**config.mk**
```make
export PLATFORM = sky130hd
export DESIGN_NAME = unified_mem_arbiter_flat
export DESIGN_NICKNAME = d
export VERILOG_FILES = /design/src/rtl/unified_mem_arbiter_pkg.sv /design/src/rtl/unified_mem_arbiter_if.sv /design/src/rtl/unified_mem_arbiter.sv /design/src/flat_wrapper.sv
export SDC_FILE = /design/constraint.sdc
export NUM_CORES = 1
export LEC_CHECK = 0
export CAP_MARGIN = 25
export CORE_UTILIZATION = 44
export CTS_BUF_LIST = sky130_fd_sc_hd__clkbuf_16
export DETAILED_ROUTE_END_ITERATION = 6
export PLACE_DENSITY = 0.85
export SKIP_LAST_GASP = 1
export SLEW_MARGIN = 20
export SYNTH_ARGS = -nofsm -noshare
export SYNTH_HDL_FRONTEND = slang
export SYNTH_SLANG_ARGS = --single-unit
```
**constraint.sdc**
```tcl
create_clock -name clk -period 5.3 [get_ports clk]
set_input_delay 0.53 -clock clk [delete_from_list [all_inputs] [get_ports clk]]
set_output_delay 0.53 -clock clk [all_outputs]
set_load 0.05 [all_outputs]
```
**src/rtl/unified_mem_arbiter_pkg.sv**
```systemverilog
// Shared types and defaults for the unified instruction/data memory arbiter.
// Widths here are the default configuration; the arbiter itself is parameterized.
package unified_mem_pkg;

  localparam int UM_ADDR_W = 13;
  localparam int UM_DATA_W = 32;
  localparam int UM_BE_W   = UM_DATA_W / 8;

  typedef enum logic [1:0] {
    OWN_NONE = 2'd0,
    OWN_IF   = 2'd1,
    OWN_LS   = 2'd2
  } owner_e;

  typedef struct packed {
    logic [UM_ADDR_W-1:0] addr;
    logic                 we;
    logic [UM_BE_W-1:0]   be;
    logic [UM_DATA_W-1:0] wdata;
  } mem_req_t;

endpackage

```
**src/rtl/unified_mem_arbiter_if.sv**
```systemverilog
// Fetch, load/store and block-memory port bundle seen by the arbiter.
// slave = arbiter view; master = requesters + memory view.
interface unified_mem_arbiter_if #(
  parameter int ADDR_W = unified_mem_pkg::UM_ADDR_W,
  parameter int DATA_W = unified_mem_pkg::UM_DATA_W
);
  localparam int BE_W = DATA_W / 8;

  logic              if_req;
  logic [ADDR_W-1:0] if_addr;
  logic              if_gnt;
  logic              if_rvalid;
  logic [DATA_W-1:0] if_rdata;

  logic              ls_req;
  logic              ls_we;
  logic [BE_W-1:0]   ls_be;
  logic [ADDR_W-1:0] ls_addr;
  logic [DATA_W-1:0] ls_wdata;
  logic              ls_gnt;
  logic              ls_rvalid;
  logic [DATA_W-1:0] ls_rdata;

  logic              mem_en;
  logic [BE_W-1:0]   mem_we;
  logic [ADDR_W-1:0] mem_addr;
  logic [DATA_W-1:0] mem_wdata;
  logic [DATA_W-1:0] mem_rdata;

  modport slave (
    input  if_req, if_addr, ls_req, ls_we, ls_be, ls_addr, ls_wdata, mem_rdata,
    output if_gnt, if_rvalid, if_rdata, ls_gnt, ls_rvalid, ls_rdata,
           mem_en, mem_we, mem_addr, mem_wdata
  );

  modport master (
    output if_req, if_addr, ls_req, ls_we, ls_be, ls_addr, ls_wdata, mem_rdata,
    input  if_gnt, if_rvalid, if_rdata, ls_gnt, ls_rvalid, ls_rdata,
           mem_en, mem_we, mem_addr, mem_wdata
  );

endinterface

```
**src/rtl/unified_mem_arbiter.sv**
```systemverilog
// Single-port block-RAM arbiter: load/store priority with a bounded streak so
// fetch cannot starve; read data routed to the owner one cycle after grant.
module unified_mem_arbiter
  import unified_mem_pkg::*;
#(
  parameter int ADDR_W        = UM_ADDR_W,
  parameter int DATA_W        = UM_DATA_W,
  parameter int MAX_LS_STREAK = 4
) (
  input  logic                  clk,
  input  logic                  rst,
  unified_mem_arbiter_if.slave  bus
);

  localparam int SW = (MAX_LS_STREAK < 1) ? 1 : $clog2(MAX_LS_STREAK + 1);
  localparam logic [SW-1:0] STREAK_MAX = SW'(MAX_LS_STREAK);

  logic [SW-1:0]     streak;
  owner_e            owner;
  logic [DATA_W-1:0] if_hold, ls_hold;
  logic [ADDR_W-1:0] addr_q;
  logic [DATA_W-1:0] wdata_q;

  logic              streak_full, pick_ls, grant_ls, grant_if;
  logic              if_rvalid, ls_rvalid;
  logic [ADDR_W-1:0] addr_c;

  // Grants are masked while reset is held so nothing reaches the RAM.
  always_comb begin
    streak_full = (streak == STREAK_MAX);
    pick_ls     = bus.ls_req && !(bus.if_req && streak_full);
    grant_ls    = rst && pick_ls;
    grant_if    = rst && bus.if_req && !pick_ls;
    addr_c      = addr_q;
    if (grant_ls)      addr_c = bus.ls_addr;
    else if (grant_if) addr_c = bus.if_addr;
  end

  assign bus.if_gnt    = grant_if;
  assign bus.ls_gnt    = grant_ls;
  assign bus.mem_en    = grant_if || grant_ls;
  assign bus.mem_we    = (grant_ls && bus.ls_we) ? bus.ls_be : '0;
  assign bus.mem_addr  = addr_c;
  assign bus.mem_wdata = grant_ls ? bus.ls_wdata : wdata_q;

  assign if_rvalid     = (owner == OWN_IF);
  assign ls_rvalid     = (owner == OWN_LS);
  assign bus.if_rvalid = if_rvalid;
  assign bus.ls_rvalid = ls_rvalid;
  assign bus.if_rdata  = if_rvalid ? bus.mem_rdata : if_hold;
  assign bus.ls_rdata  = ls_rvalid ? bus.mem_rdata : ls_hold;

  always_ff @(posedge clk or negedge rst) begin
    if (!rst) begin
      streak  <= '0;
      owner   <= OWN_NONE;
      if_hold <= '0;
      ls_hold <= '0;
      addr_q  <= '0;
      wdata_q <= '0;
    end else begin
      // Streak only matters while fetch is actually waiting.
      if (!bus.if_req || grant_if)
        streak <= '0;
      else if (grant_ls && !streak_full)
        streak <= streak + SW'(1);

      if (grant_ls && !bus.ls_we) owner <= OWN_LS;
      else if (grant_if)          owner <= OWN_IF;
      else                        owner <= OWN_NONE;

      addr_q <= addr_c;
      if (grant_ls) wdata_q <= bus.ls_wdata;

      if (if_rvalid) if_hold <= bus.mem_rdata;
      if (ls_rvalid) ls_hold <= bus.mem_rdata;
    end
  end

endmodule

```
**src/flat_wrapper.sv**
```systemverilog
// flat-port wrapper written by rule: the top's interface ports become plain ports
module unified_mem_arbiter_flat import unified_mem_pkg::*;
#(
  parameter int ADDR_W        = UM_ADDR_W,
  parameter int DATA_W        = UM_DATA_W,
  parameter int MAX_LS_STREAK = 4
)
  (clk, rst, bus_if_req, bus_if_addr, bus_ls_req, bus_ls_we, bus_ls_be, bus_ls_addr, bus_ls_wdata, bus_mem_rdata, bus_if_gnt, bus_if_rvalid, bus_if_rdata, bus_ls_gnt, bus_ls_rvalid, bus_ls_rdata, bus_mem_en, bus_mem_we, bus_mem_addr, bus_mem_wdata);
  unified_mem_arbiter_if #(.ADDR_W(ADDR_W), .DATA_W(DATA_W)) bus_i ();
  input  logic clk;
  input  logic rst;
  input wire logic [$bits(bus_i.if_req)-1:0] bus_if_req;
  input wire logic [$bits(bus_i.if_addr)-1:0] bus_if_addr;
  input wire logic [$bits(bus_i.ls_req)-1:0] bus_ls_req;
  input wire logic [$bits(bus_i.ls_we)-1:0] bus_ls_we;
  input wire logic [$bits(bus_i.ls_be)-1:0] bus_ls_be;
  input wire logic [$bits(bus_i.ls_addr)-1:0] bus_ls_addr;
  input wire logic [$bits(bus_i.ls_wdata)-1:0] bus_ls_wdata;
  input wire logic [$bits(bus_i.mem_rdata)-1:0] bus_mem_rdata;
  output wire logic [$bits(bus_i.if_gnt)-1:0] bus_if_gnt;
  output wire logic [$bits(bus_i.if_rvalid)-1:0] bus_if_rvalid;
  output wire logic [$bits(bus_i.if_rdata)-1:0] bus_if_rdata;
  output wire logic [$bits(bus_i.ls_gnt)-1:0] bus_ls_gnt;
  output wire logic [$bits(bus_i.ls_rvalid)-1:0] bus_ls_rvalid;
  output wire logic [$bits(bus_i.ls_rdata)-1:0] bus_ls_rdata;
  output wire logic [$bits(bus_i.mem_en)-1:0] bus_mem_en;
  output wire logic [$bits(bus_i.mem_we)-1:0] bus_mem_we;
  output wire logic [$bits(bus_i.mem_addr)-1:0] bus_mem_addr;
  output wire logic [$bits(bus_i.mem_wdata)-1:0] bus_mem_wdata;
  assign bus_i.if_req = bus_if_req;
  assign bus_i.if_addr = bus_if_addr;
  assign bus_i.ls_req = bus_ls_req;
  assign bus_i.ls_we = bus_ls_we;
  assign bus_i.ls_be = bus_ls_be;
  assign bus_i.ls_addr = bus_ls_addr;
  assign bus_i.ls_wdata = bus_ls_wdata;
  assign bus_i.mem_rdata = bus_mem_rdata;
  assign bus_if_gnt = bus_i.if_gnt;
  assign bus_if_rvalid = bus_i.if_rvalid;
  assign bus_if_rdata = bus_i.if_rdata;
  assign bus_ls_gnt = bus_i.ls_gnt;
  assign bus_ls_rvalid = bus_i.ls_rvalid;
  assign bus_ls_rdata = bus_i.ls_rdata;
  assign bus_mem_en = bus_i.mem_en;
  assign bus_mem_we = bus_i.mem_we;
  assign bus_mem_addr = bus_i.mem_addr;
  assign bus_mem_wdata = bus_i.mem_wdata;
  unified_mem_arbiter #(.ADDR_W(ADDR_W), .DATA_W(DATA_W), .MAX_LS_STREAK(MAX_LS_STREAK)) u_core (.clk(clk), .rst(rst), .bus(bus_i));
endmodule
```
==> results.sh <==
export IMPL_status="complete, no violations"
export IMPL_setup_violations=0
export IMPL_core_sq_um=9955
export IMPL_postRouteWirelength_um=11700
export IMPL_path_max_fanout=34
export IMPL_dp_hpwl_um=8273
export IMPL_numCtsBuffers=17
export IMPL_gp_congestion=0.7694
export IMPL_skew_ns=0.005391
export IMPL_rows=36
export IMPL_die_w_um=104.2
export IMPL_grt_pass1_vias=3497
export IMPL_synth_top_cell_by_area="dfrtp_1"
export IMPL_pwr_share_clk_pct=33.0
export IMPL_leakage_nw=3.203
export IMPL_p_sw_share_pct=34.63
export IMPL_switchingPower_w=0.001203
export IMPL_place_inst=624
export IMPL_async_reset_ff_share_pct=100.0
export IMPL_vdd_drop_max_uv=227.6
export IMPL_antenna_found_initial=0
export IMPL_ios=217
export IMPL_hold_buffers=0
export IMPL_grt_overflow=0
export IMPL_cp_required_ns=4.77
export IMPL_synthTopCellsByArea="dfrtp_1, mux2_2, mux2_4"
export IMPL_period_minus_slack_ns=4.142
export IMPL_top_layer_used="met4"
export IMPL_slew_viol_final=0
export IMPL_arrival_ns=3.61
export IMPL_p_seq_share_pct=30.7
export IMPL_critical_path_class="in2out"
export IMPL_clk_latency_ns=0.40
export IMPL_grt_max_degree=62
export IMPL_area_delta_synth_final_pct=61.84
export IMPL_cts_root_buf="clkbuf_16"
export IMPL_port_buffer_count=216
export IMPL_numClockSinks=114
export IMPL_first_pass_iters=4
export IMPL_cp_end_kind="output pin"
export IMPL_postCtsSetupBuffers=0
export IMPL_ys_ff_latch=114
export IMPL_synth_edf_count=0
export IMPL_syn_num_nets=387
export IMPL_ys_seq_area_share_pct=62.11
export IMPL_dieHeight_um=104.2
export IMPL_max_freq_ghz=0.2415
export IMPL_cts_path_max_buffers=2
export IMPL_p_int_w=0.002270
export IMPL_insertedDiodeCount=0
export IMPL_synth_cells=286
export IMPL_ys_warn_count=0
export IMPL_fin_hold_ws_ns=0.3129
export IMPL_rsz0062_at_grt="false"
export IMPL_dr_first_iter_drc_count=109
export IMPL_drt_met1_wl_um=4830
export IMPL_avgRoutedWirePerCell_um=17.86
export IMPL_wl_met3_um=756
export IMPL_max_slew_margin_pct=33.89
export IMPL_die_area_sq_um=10850
export IMPL_cts_tree="yes"
export IMPL_synth_most_common_cell="dfrtp_1"
export IMPL_finalNonFillerCells=655
export IMPL_period_share_pct=78.14
export IMPL_cap_violations=0
export IMPL_start_util_pct=46.14
export IMPL_fin_tns_setup_ns=0
export IMPL_worstMarginPinSlew_ns=0.9896
export IMPL_cts_resized=0
export IMPL_postSynthAreaPerCell_sq_um=16.06
export IMPL_grt_total_usage_pct=22.93
export IMPL_synth_area_sq_um=4593
export IMPL_worst_setup_path_start_kind="input port"
export IMPL_hold_path_class="in2async"
export IMPL_synth_ff_type="dfrtp_1"
export IMPL_drt_antenna_violating_nets=0
export IMPL_htree_levels=4
export IMPL_viasPerCell=4.959
export IMPL_comb_power_share_pct=36.3
export IMPL_yosysUniqueCellTypes=28
export IMPL_fin_util_pct=74.67
export IMPL_vias=3248
export IMPL_drc_errors=0
export IMPL_clk_pin_slew_worst_paths_ns=0.05
export IMPL_drive_gt1_share_pct=27.59
export IMPL_hold_viol_final=0
export IMPL_synthTopCellsByCount="dfrtp_1, mux2_2, mux2_4"
export IMPL_power_density_nw_per_um2=467.1
export IMPL_total_power_w=0.003472
export IMPL_synth_top_area_share_pct=62.11
export IMPL_grt_pass1_wl_um=19010
export IMPL_met2_length_um=5857
export IMPL_nNetsFinal=611
-- cells in the final DEF, fill, tap and decap left out --
cell type	instances
o32a_2	1
buf_4	5
clkinv_1	4
nor2b_1	1
nor2b_4	1
clkinvlp_4	3
and3_1	5
inv_1	10
dfrtp_1	114
o2bb2ai_1	1
clkinv_2	2
o21ai_0	2
nand2_1	2
nand2b_2	1
a211oi_1	1
bufinv_16	4
ha_1	2
nand2_2	1
mux2_2	69
nor3_1	1
clkbuf_16	17
nand2b_1	12
mux2_4	27
o32ai_1	1
o221a_2	12
nor2_1	2
a21o_1	2
or2_2	1
and2_1	1
xnor2_1	1
o21a_1	1
clkdlybuf4s50_1	215
-- metal layers --
layer | track usage (%) | vias to the layer above
li1 | - | 1466
met5 | 0 | -
met2 | 37.81 | 154
met4 | 9.694 | 0
met3 | 6.266 | 21
met1 | 28.45 | 1607
-- state kept, by name, summed over array words and instances, names as in the netlist --
| register | cells |
|---|---|
| u_core.if_hold | 32 |
| u_core.streak | 3 |
| u_core.owner | 2 |
| u_core.addr_q | 13 |
| u_core.ls_hold | 32 |
| u_core.wdata_q | 32 |
-- power by group through the flow --
stage / combinational (W) / clock (W) / sequential, W
final: 0.00126 / 0.00115 / 0.00107
after global routing: 0.00131 / 0.00121 / 0.00108
after CTS: 0.00127 / 0.00117 / 0.00107
after detailed placement: 0.00126 / 0 / 0.00108
after global placement: 0.00125 / 0 / 0.00107
after floorplan: 0.000837 / 0 / 0.00106
-- worst paths after layout --
kind	startpoint	end	slack (ns)	cells past startpoint
max	bus_if_req	bus_mem_wdata[7]	1.16	6
min	rst	u_core.streak[0]	0.31	2
max reg2reg	u_core.streak[0]	u_core.wdata_q[4]	2.75	6
min reg2reg	u_core.wdata_q[28]	u_core.wdata_q[28]	0.49	1
max in group asynchronous	rst	u_core.wdata_q[27]	3.77	3
min in group clk	u_core.wdata_q[28]	u_core.wdata_q[28]	0.49	1
-- kinds of logic after synthesis --
| group | count (synthesis) | synth area share, % |
|---|---|---|
| mux | 96 | 25.74 |
| simple gates | 28 | 3.569 |
| fa+ha+maj | 2 | 0.5447 |
| xor+xnor | 1 | 0.1907 |
| buf+inv | 24 | 3.405 |
| compound gates | 21 | 4.440 |
| flops | 114 | 62.11 |
-- area by class of cell --
cell class	instances	area (sq um)
sequential	114	2853
fill	628	2521
timing repair buffer	220	2190
multi-input combinational	148	1594
clock buffer	17	425.4
clock inverter	14	171.4
tap	133	166.4
inverter	9	33.78
-- stage by stage --
step | cell area [sq um] | setup slack, ns
6_report | 7433 | 1.158
5_1_grt | 7433 | 1.028
4_1_cts | 7433 | 1.177
3_5_place_dp | 6837 | 1.174
3_3_place_gp | 6837 | 1.307
2_1_floorplan | 4593 | 2.711
-- critical path: stages --
cell and delay, ns:
clkdlybuf4s50_1 0.57, and3_1 0.28, or2_2 0.75, buf_4 0.40, mux2_4 0.33, clkdlybuf4s50_1 0.72
No activity file was read; power rests on OpenSTA's default activity.
